==> config.mk <==
export PLATFORM = sky130hd
export DESIGN_NAME = cga_alu_qseq_flat
export DESIGN_NICKNAME = d
export VERILOG_FILES = /design/src/rtl/cga_alu_pkg.sv /design/src/rtl/cga_alu_qseq_if.sv /design/src/rtl/cga_alu_qseq_cnt.sv /design/src/rtl/cga_alu_qseq.sv /design/src/flat_wrapper.sv
export SDC_FILE = /design/constraint.sdc
export NUM_CORES = 1
export LEC_CHECK = 0
export CAP_MARGIN = 25
export CORE_MARGIN = 1.5
export CORE_UTILIZATION = 34
export CTS_CLUSTER_SIZE = 12
export DETAILED_ROUTE_END_ITERATION = 6
export PLACE_DENSITY = 0.76
export RECOVER_POWER = 100
export REMOVE_ABC_BUFFERS = 1
export SLEW_MARGIN = 20
export SYNTH_ARGS = -nofsm -noshare
export SYNTH_HDL_FRONTEND = slang
export SYNTH_SLANG_ARGS = --single-unit
==> constraint.sdc <==
create_clock -name ALUCLK -period 1.6 [get_ports ALUCLK]
set_input_delay 0.24 -clock ALUCLK [delete_from_list [all_inputs] [get_ports ALUCLK]]
set_output_delay 0.24 -clock ALUCLK [all_outputs]
set_load 0.02 [all_outputs]
==> src/rtl/cga_alu_pkg.sv <==
// cga_alu_pkg: shared Q-select / ALU-op encodings and the step sequencer state type
package cga_alu_pkg;
  localparam logic [1:0] QSEL_HOLD = 2'b00, QSEL_LOAD = 2'b01, QSEL_SHL = 2'b10, QSEL_SHR = 2'b11;
  localparam logic [1:0] ALUOP_PASS = 2'b00, ALUOP_ADD = 2'b01, ALUOP_SUB = 2'b10;
  typedef enum logic [2:0] {IDLE, LOAD, STEP, FIX, DONE} qseq_state_t;
endpackage

==> src/rtl/cga_alu_qseq_if.sv <==
// cga_alu_qseq_if: microcode/datapath side bundle of the Q step sequencer
interface cga_alu_qseq_if #(parameter int CNT_W = 4);
  logic START;
  logic MODE;
  logic [15:0] Q_15_0;
  logic F_SIGN;
  logic [1:0] QSEL_1_0;
  logic QLI;
  logic [1:0] ALU_OP;
  logic BUSY;
  logic DONE;
  logic [CNT_W-1:0] STEP_CNT;
  modport master (output START, MODE, Q_15_0, F_SIGN, input QSEL_1_0, QLI, ALU_OP, BUSY, DONE, STEP_CNT);
  modport slave (input START, MODE, Q_15_0, F_SIGN, output QSEL_1_0, QLI, ALU_OP, BUSY, DONE, STEP_CNT);
endinterface

==> src/rtl/cga_alu_qseq_cnt.sv <==
// cga_alu_qseq_cnt: step counter that saturates at STEPS-1 and flags the terminal count
module cga_alu_qseq_cnt #(
  parameter int STEPS = 16,
  parameter int CNT_W = 4
) (
  input  logic             ALUCLK,
  input  logic             RESET,
  input  logic             clr,
  input  logic             en,
  output logic [CNT_W-1:0] cnt,
  output logic             tc
);
  assign tc = cnt == CNT_W'(STEPS - 1);
  always_ff @(posedge ALUCLK) begin
    if (RESET || clr) cnt <= '0;
    else if (en && !tc) cnt <= cnt + 1'b1;
  end
endmodule

==> src/rtl/cga_alu_qseq.sv <==
// cga_alu_qseq: Q-register step sequencer for 16-step multiply and non-restoring divide
module cga_alu_qseq
  import cga_alu_pkg::*;
#(
  parameter int STEPS = 16,
  parameter int CNT_W = 4
) (
  input logic ALUCLK,
  input logic RESET,
  cga_alu_qseq_if.slave bus
);
  qseq_state_t state, nxt;
  logic mode_q, prev_sign, tc, step;
  logic [CNT_W-1:0] cnt;
  cga_alu_qseq_cnt #(.STEPS(STEPS), .CNT_W(CNT_W)) u_cnt (
    .ALUCLK(ALUCLK),
    .RESET (RESET),
    .clr   (state == LOAD),
    .en    (step),
    .cnt   (cnt),
    .tc    (tc)
  );
  assign step = state == STEP;
  always_ff @(posedge ALUCLK) begin
    if (RESET) begin
      state     <= IDLE;
      mode_q    <= 1'b0;
      prev_sign <= 1'b0;
    end else begin
      state     <= nxt;
      mode_q    <= (state == IDLE && bus.START) ? bus.MODE : mode_q;
      prev_sign <= state == LOAD ? 1'b0 : step ? bus.F_SIGN : prev_sign;
    end
  end
  always_comb begin
    nxt = state == IDLE ? (bus.START ? LOAD : IDLE) :
          state == LOAD ? STEP :
          step          ? (tc ? (mode_q ? FIX : DONE) : STEP) :
          state == FIX  ? DONE : IDLE;
    bus.QSEL_1_0 = state == LOAD ? QSEL_LOAD : step ? (mode_q ? QSEL_SHL : QSEL_SHR) : QSEL_HOLD;
    bus.ALU_OP   = step ? (mode_q ? (prev_sign ? ALUOP_ADD : ALUOP_SUB) : (bus.Q_15_0[0] ? ALUOP_ADD : ALUOP_PASS)) :
                   (state == FIX && prev_sign) ? ALUOP_ADD : ALUOP_PASS;
    bus.QLI      = step && mode_q && !bus.F_SIGN;
    bus.BUSY     = state == LOAD || step || state == FIX;
    bus.DONE     = state == DONE;
    bus.STEP_CNT = step ? cnt : '0;
  end
endmodule

==> src/flat_wrapper.sv <==
// flat-port wrapper written by rule: the top's interface ports become plain ports
module cga_alu_qseq_flat import cga_alu_pkg::*;
#(
  parameter int STEPS = 16,
  parameter int CNT_W = 4
)
  (ALUCLK, RESET, bus_START, bus_MODE, bus_Q_15_0, bus_F_SIGN, bus_QSEL_1_0, bus_QLI, bus_ALU_OP, bus_BUSY, bus_DONE, bus_STEP_CNT);
  cga_alu_qseq_if #(.CNT_W(CNT_W)) bus_i ();
  input logic ALUCLK;
  input logic RESET;
  input wire logic [$bits(bus_i.START)-1:0] bus_START;
  input wire logic [$bits(bus_i.MODE)-1:0] bus_MODE;
  input wire logic [$bits(bus_i.Q_15_0)-1:0] bus_Q_15_0;
  input wire logic [$bits(bus_i.F_SIGN)-1:0] bus_F_SIGN;
  output wire logic [$bits(bus_i.QSEL_1_0)-1:0] bus_QSEL_1_0;
  output wire logic [$bits(bus_i.QLI)-1:0] bus_QLI;
  output wire logic [$bits(bus_i.ALU_OP)-1:0] bus_ALU_OP;
  output wire logic [$bits(bus_i.BUSY)-1:0] bus_BUSY;
  output wire logic [$bits(bus_i.DONE)-1:0] bus_DONE;
  output wire logic [$bits(bus_i.STEP_CNT)-1:0] bus_STEP_CNT;
  assign bus_i.START = bus_START;
  assign bus_i.MODE = bus_MODE;
  assign bus_i.Q_15_0 = bus_Q_15_0;
  assign bus_i.F_SIGN = bus_F_SIGN;
  assign bus_QSEL_1_0 = bus_i.QSEL_1_0;
  assign bus_QLI = bus_i.QLI;
  assign bus_ALU_OP = bus_i.ALU_OP;
  assign bus_BUSY = bus_i.BUSY;
  assign bus_DONE = bus_i.DONE;
  assign bus_STEP_CNT = bus_i.STEP_CNT;
  cga_alu_qseq #(.STEPS(STEPS), .CNT_W(CNT_W)) u_core (.ALUCLK(ALUCLK), .RESET(RESET), .bus(bus_i));
endmodule
After elaboration in Yosys (flattened, before gate mapping)
Index checks and enable logic that the tools add are counted.
- register bits after elaboration: 9
- bits of input ports: 21
- output and inout bits: 11
- logic and storage cells: 38
- add/sub/neg operators: 1
- equal/unequal tests: 5
- mux-type cells: 16
- reductions and logical operators: 12
- operators with widths (operator ; count):
    2-to-1 mux 3 bit ; 6
    2-to-1 mux 2 bit ; 5
    equality test 3 x 2 -> 1 bit, second input constant ; 2
    logical AND 1 bit ; 5
    adder 4 x 1 -> 4 bit, second input constant ; 1
    equality test 4 bit, second input constant ; 1
    2-to-1 mux 1 bit ; 4
    2-to-1 mux 4 bit ; 1
    equality test 3 x 1 -> 1 bit, second input constant ; 1
    equality test 3 bit, second input constant ; 1
    zero test 3 bit ; 1
    logical OR 1 bit ; 3
    zero test 1 bit ; 2
    OR reduction 2 bit ; 1

Logic depth before layout (Yosys ltp)
- depth after elaboration: 5
- depth in mapped cells: 5
- mapped depth without buffers: 4

Hierarchy
Synthesis repeated with hierarchy kept, for this count alone.
- cells, all modules: 62
- area, all modules: 534.3 um^2
- modules (own cells, without submodules) (module ; times used ; cells each ; area an instance (um^2) ; sequential area each (um^2)):
    cga_alu_qseq ; 1 ; 40 ; 322.8 ; 100.1
    cga_alu_qseq_cnt ; 1 ; 22 ; 211.5 ; 80.1

Worst setup path before layout
Ideal clock, no wire load.
- kind: register to output
- from: reg u_core.state[2]
- to: out bus_ALU_OP[1]
- data arrival time: 1.366 ns
- required time: 1.360 ns
- slack: -0.006 ns
- cell stages (with the launch flop): 6
- buffers on the path: 1
- cell sequence: dfxtp_1 -> buf_6 -> or3b_4 -> clkinv_1 -> nand2_1 -> nor2_1
- cells in the longest elaborated chain, start to end: 2
- RTL lines (item ; RTL line ; source):
    start: declaration ; cga_alu_qseq.sv:12 ; qseq_state_t state, nxt;
    start signal: assignment ; cga_alu_qseq.sv:30 ; state <= nxt;
    equality test 3 x 2 -> 1 bit ; cga_alu_qseq.sv:23 ; assign step = state == STEP;
    2-to-1 mux 2 bit ; cga_alu_qseq.sv:41 ; bus.ALU_OP = step ? (mode_q ? (prev_sign ? ALUOP_ADD : ALUOP_SUB) : (bus.Q_15_0[0] ? ALUOP_ADD : ALUOP_PASS)) ...
    end: declaration ; flat_wrapper.sv:17 ; output wire logic [$bits(bus_i.ALU_OP)-1:0] bus_ALU_OP;
Every way passes these cells.

Worst setup path in the final report
- from: reg u_core.state[0]
- to: out bus_ALU_OP[1]
Same word-level chain as after synthesis.

==> summary.txt <==
Placed design
  • DP Area: 733 um^2
  • Post-DP HPWL: 891 um
  • Placed cell count: 100
  • Port Buffers: 16
  • Gpl congestion: 0.808

Drt
  • ANT nets after route: 0
  • DR vias: 543
  • WL final: 1290 um
  • Via-to-Cell Ratio: 5.22
  • Initial drt markers: 19
  • Drt first pass iters: 4
  • WL/cell: 12.4 um
  • Residual DRC: 0

Job
  • Max_cap viols: 0

Synthesis
  • Synth Register Bits: 9
  • Syn Area/Cell: 8.17 um^2
  • Number of synthesized flops with an enable pin: 0
  • Post-synthesis mux area share: 2.04%
  • Simple-gate share of the synthesized area: 35.7%
  • Yosys warns: 0
  • Mapped cell area: 490 um^2
  • Synth Area in Compound Gates: 19.1%
  • Yosys cell types: 26
  • Leading post-synthesis cells by cell area: dfxtp_1 37%, a21oi_1 6.1%, nor2_1 5.4%
  • Top cell type's share of synthesized area: 36.7%
  • Xor/xnor share of the synthesized area: 0%
  • Largest family of logic cells by synthesized area: simple AND/OR/NAND/NOR gates
  • Post-synthesis adder-cell area fraction: 2.55%
  • Sequential share of the synthesized area: 36.7%
  • Synth Instances: 60
  • Synth async-reset ratio: 0%
  • Top_reg_cell synth: dfxtp_1
  • Synth area leader: dfxtp_1

Power and ir drop
  • Final Power: 0.557 mW
  • VDD IR max: 0.438 mV
  • Leakage power total: 0.328 nW
  • PD cells: 730 nW/um^2

Worst hold path
  • Hold Path End: u_core.prev_sign
  • Worst hold path type: register to register
  • Min-Delay Path Depth: 2
  • HP Start: u_core.prev_sign

Worst setup path
  • CP required: 1360 ps
  • Setup crit end kind: output pin
  • WP data arrival: 1370 ps
  • Reg2Reg Setup Slack: 160 ps
  • Kind of critical path: register to output pin
  • Count of buffer and inverter cells on the critical path: 2
  • Worst-case reg-to-reg path depth: 4
  • Worst R2R Start: u_core.state[0]
  • Cell family with most CP delay: simple AND/OR/NAND/NOR gates
  • Slowest cell delay on critical path: 410 ps
  • Worst Setup SP: u_core.state[0]
  • Crit path cell chain: or3b_4 > clkinv_4 > nand2_2 > nor2_1 > buf_4
  • Capturing point of the worst reg2reg path: u_core.u_cnt.cnt[0]
  • CP Launch Type: register
  • Slowest CP cell: or3b_4
  • Max Fanout on Critical Path: 7

Layout
  • Post-Layout Cell Count: 104
  • Area grow syn2layout: 55.6%
  • Final Cell Area: 763 um^2
  • Nets: 112
  • N_diodes: 0
  • Share of layout cells above drive strength 1: 37.1%

Floorplanning
  • Die boundary width: 41.0 um
  • Site Rows: 13
  • Starting density of the core: 37.2%
  • Die ar.: 1680 um^2
  • Core Region: 1320 um^2
  • Die height: 41.0 um
  • IO Pins: 32

Global route
  • Antenna violations before repair: 0
  • Largest net degree at the start of global routing: 9
  • First-pass GRT wire length: 2150 um
  • GRT Total Usage: 20.7%
  • Vias in the first global route: 507
  • Total grt overflow: 0

Clock network
  • CTS Buf Count: 3
  • Clock Tree Buf Depth: 2
  • Clock slew at reported path FFs: 60 ps
  • Cts-stage hold buffer count: 0
  • Post-CTS Setup Inserts: 0
  • CTS Sinks: 9
  • Root buffer cell: clkbuf_4
  • CTS H-tree lvls: 1
  • CTS tree: built
  • Clock latency on the worst-skew pair: 270 ps

STA
  • Slew @ Worst Pin: 458 ps
  • Post-route setup TNS: -13.1 ps
  • Pins over their slew limit: 0
  • Minimum clock period: 1610 ps
  • Period Utilization, post-route: 101%
  • Final setup margin: -13.1 ps
  • Fmax: 0.620 GHz
  • Clk_skew: 2.14 ps
  • Rel. slew slack: 69.4%
  • Fin. Hold Viols: 0
  • Setup violations, final: 1
  • Unrepaired setup endpoints after global routing: true
  • Worst hold slack: 468 ps

Outcome
  • Run status: finished with violations
  • Failing checks: negative setup slack
-- metal layers --
layer | GRT usage (%) | vias to the layer above | wire length [um]
met5 | 0 | - | 0
met4 | 10.0 | 0 | 4
met3 | 8.15 | 2 | 80
met2 | 33.2 | 24 | 622
met1 | 23.8 | 241 | 580
li1 | - | 276 | -
-- metrics by stage --
step	util [%]	setup WS, ps
floorplan	-	15.6
global placement	55.7	-220
detailed placement	55.7	-244
CTS	56.3	-5.78
global route	57.9	-76.0
finish	57.9	-13.1
-- cell usage after synthesis (all sizes together), types with 2 or more instances --
cell type,instances
dfxtp,9
a21oi,7
nor2,7
nand2,5
and2,4
o21ai,4
a211oi,2
a31oi,2
and4b,2
nand3,2
nor3,2
-- cell families after synthesis --
| group | after synthesis |
|---|---|
| AO/OA/AOI/OAI | 16 |
| buffers and inverters | 3 |
| flip-flops | 9 |
| AND/OR/NAND/NOR | 30 |
| adder cells (fa/ha/maj) | 1 |
| multiplexers | 1 |
-- registers in the layout (all words and copies together) (netlist names) --
| signal | flops |
|---|---|
| u_core.mode_q | 1 |
| u_core.prev_sign | 1 |
| u_core.state | 3 |
| u_core.u_cnt.cnt | 4 |
-- area by class of cell --
| type | instances | area, um^2 |
|---|---|---|
| clock buffers | 4 | 26.3 |
| fillers | 118 | 554 |
| inverters | 2 | 12.5 |
| multi-input cells | 48 | 303 |
| flip-flops and latches | 9 | 184 |
| well taps | 15 | 18.8 |
| repair buffers | 26 | 219 |
-- worst reg2reg max path, stage by stage, from the launching register on --
cell and delay [ps]:
dfxtp_2 330, or3b_4 410, buf_4 150, or3_1 350, a21oi_2 130
-- worst max-delay path by stage --
| stage | to | slack, ps | cells past startpoint |
|---|---|---|---|
| after floorplan | bus_ALU_OP[1] | 20 | 4 |
| after global placement | bus_ALU_OP[1] | -220 | 5 |
| after detailed placement | bus_ALU_OP[1] | -240 | 5 |
| after CTS | bus_QLI | -6 | 5 |
| after global routing | bus_ALU_OP[1] | -80 | 5 |
| final | bus_ALU_OP[1] | -10 | 5 |
-- report_power, final --
part | leakage, nW | switching [mW] | total, mW | internal (mW)
registers | 0.0744 | 0.00861 | 0.242 | 0.234
logic | 0.238 | 0.0629 | 0.131 | 0.0676
clock network | 0.0150 | 0.0876 | 0.184 | 0.0965
-- cells in the final DEF (no fill, tap or decap), types with 2 or more instances in the layout --
| cell | instances |
|---|---|
| nor3_1 | 2 |
| nor2_1 | 6 |
| buf_6 | 5 |
| and4b_1 | 2 |
| and2_1 | 4 |
| clkbuf_4 | 4 |
| clkdlybuf4s50_1 | 5 |
| a211oi_1 | 2 |
| buf_4 | 11 |
| a21oi_1 | 5 |
| a31oi_1 | 2 |
| o21ai_0 | 4 |
| nand2_1 | 4 |
| dfxtp_1 | 6 |
| nand3_1 | 2 |
| dfxtp_2 | 3 |
| clkbuf_1 | 2 |
| a21oi_2 | 2 |
| clkbuf_2 | 2 |
-- timing repair --
action	4_1_cts	5_1_grt
pin swaps	1	1
endpoints found under the setup margin	11	10
resized for setup	44	17
Power figures use the tool's default switching activity.
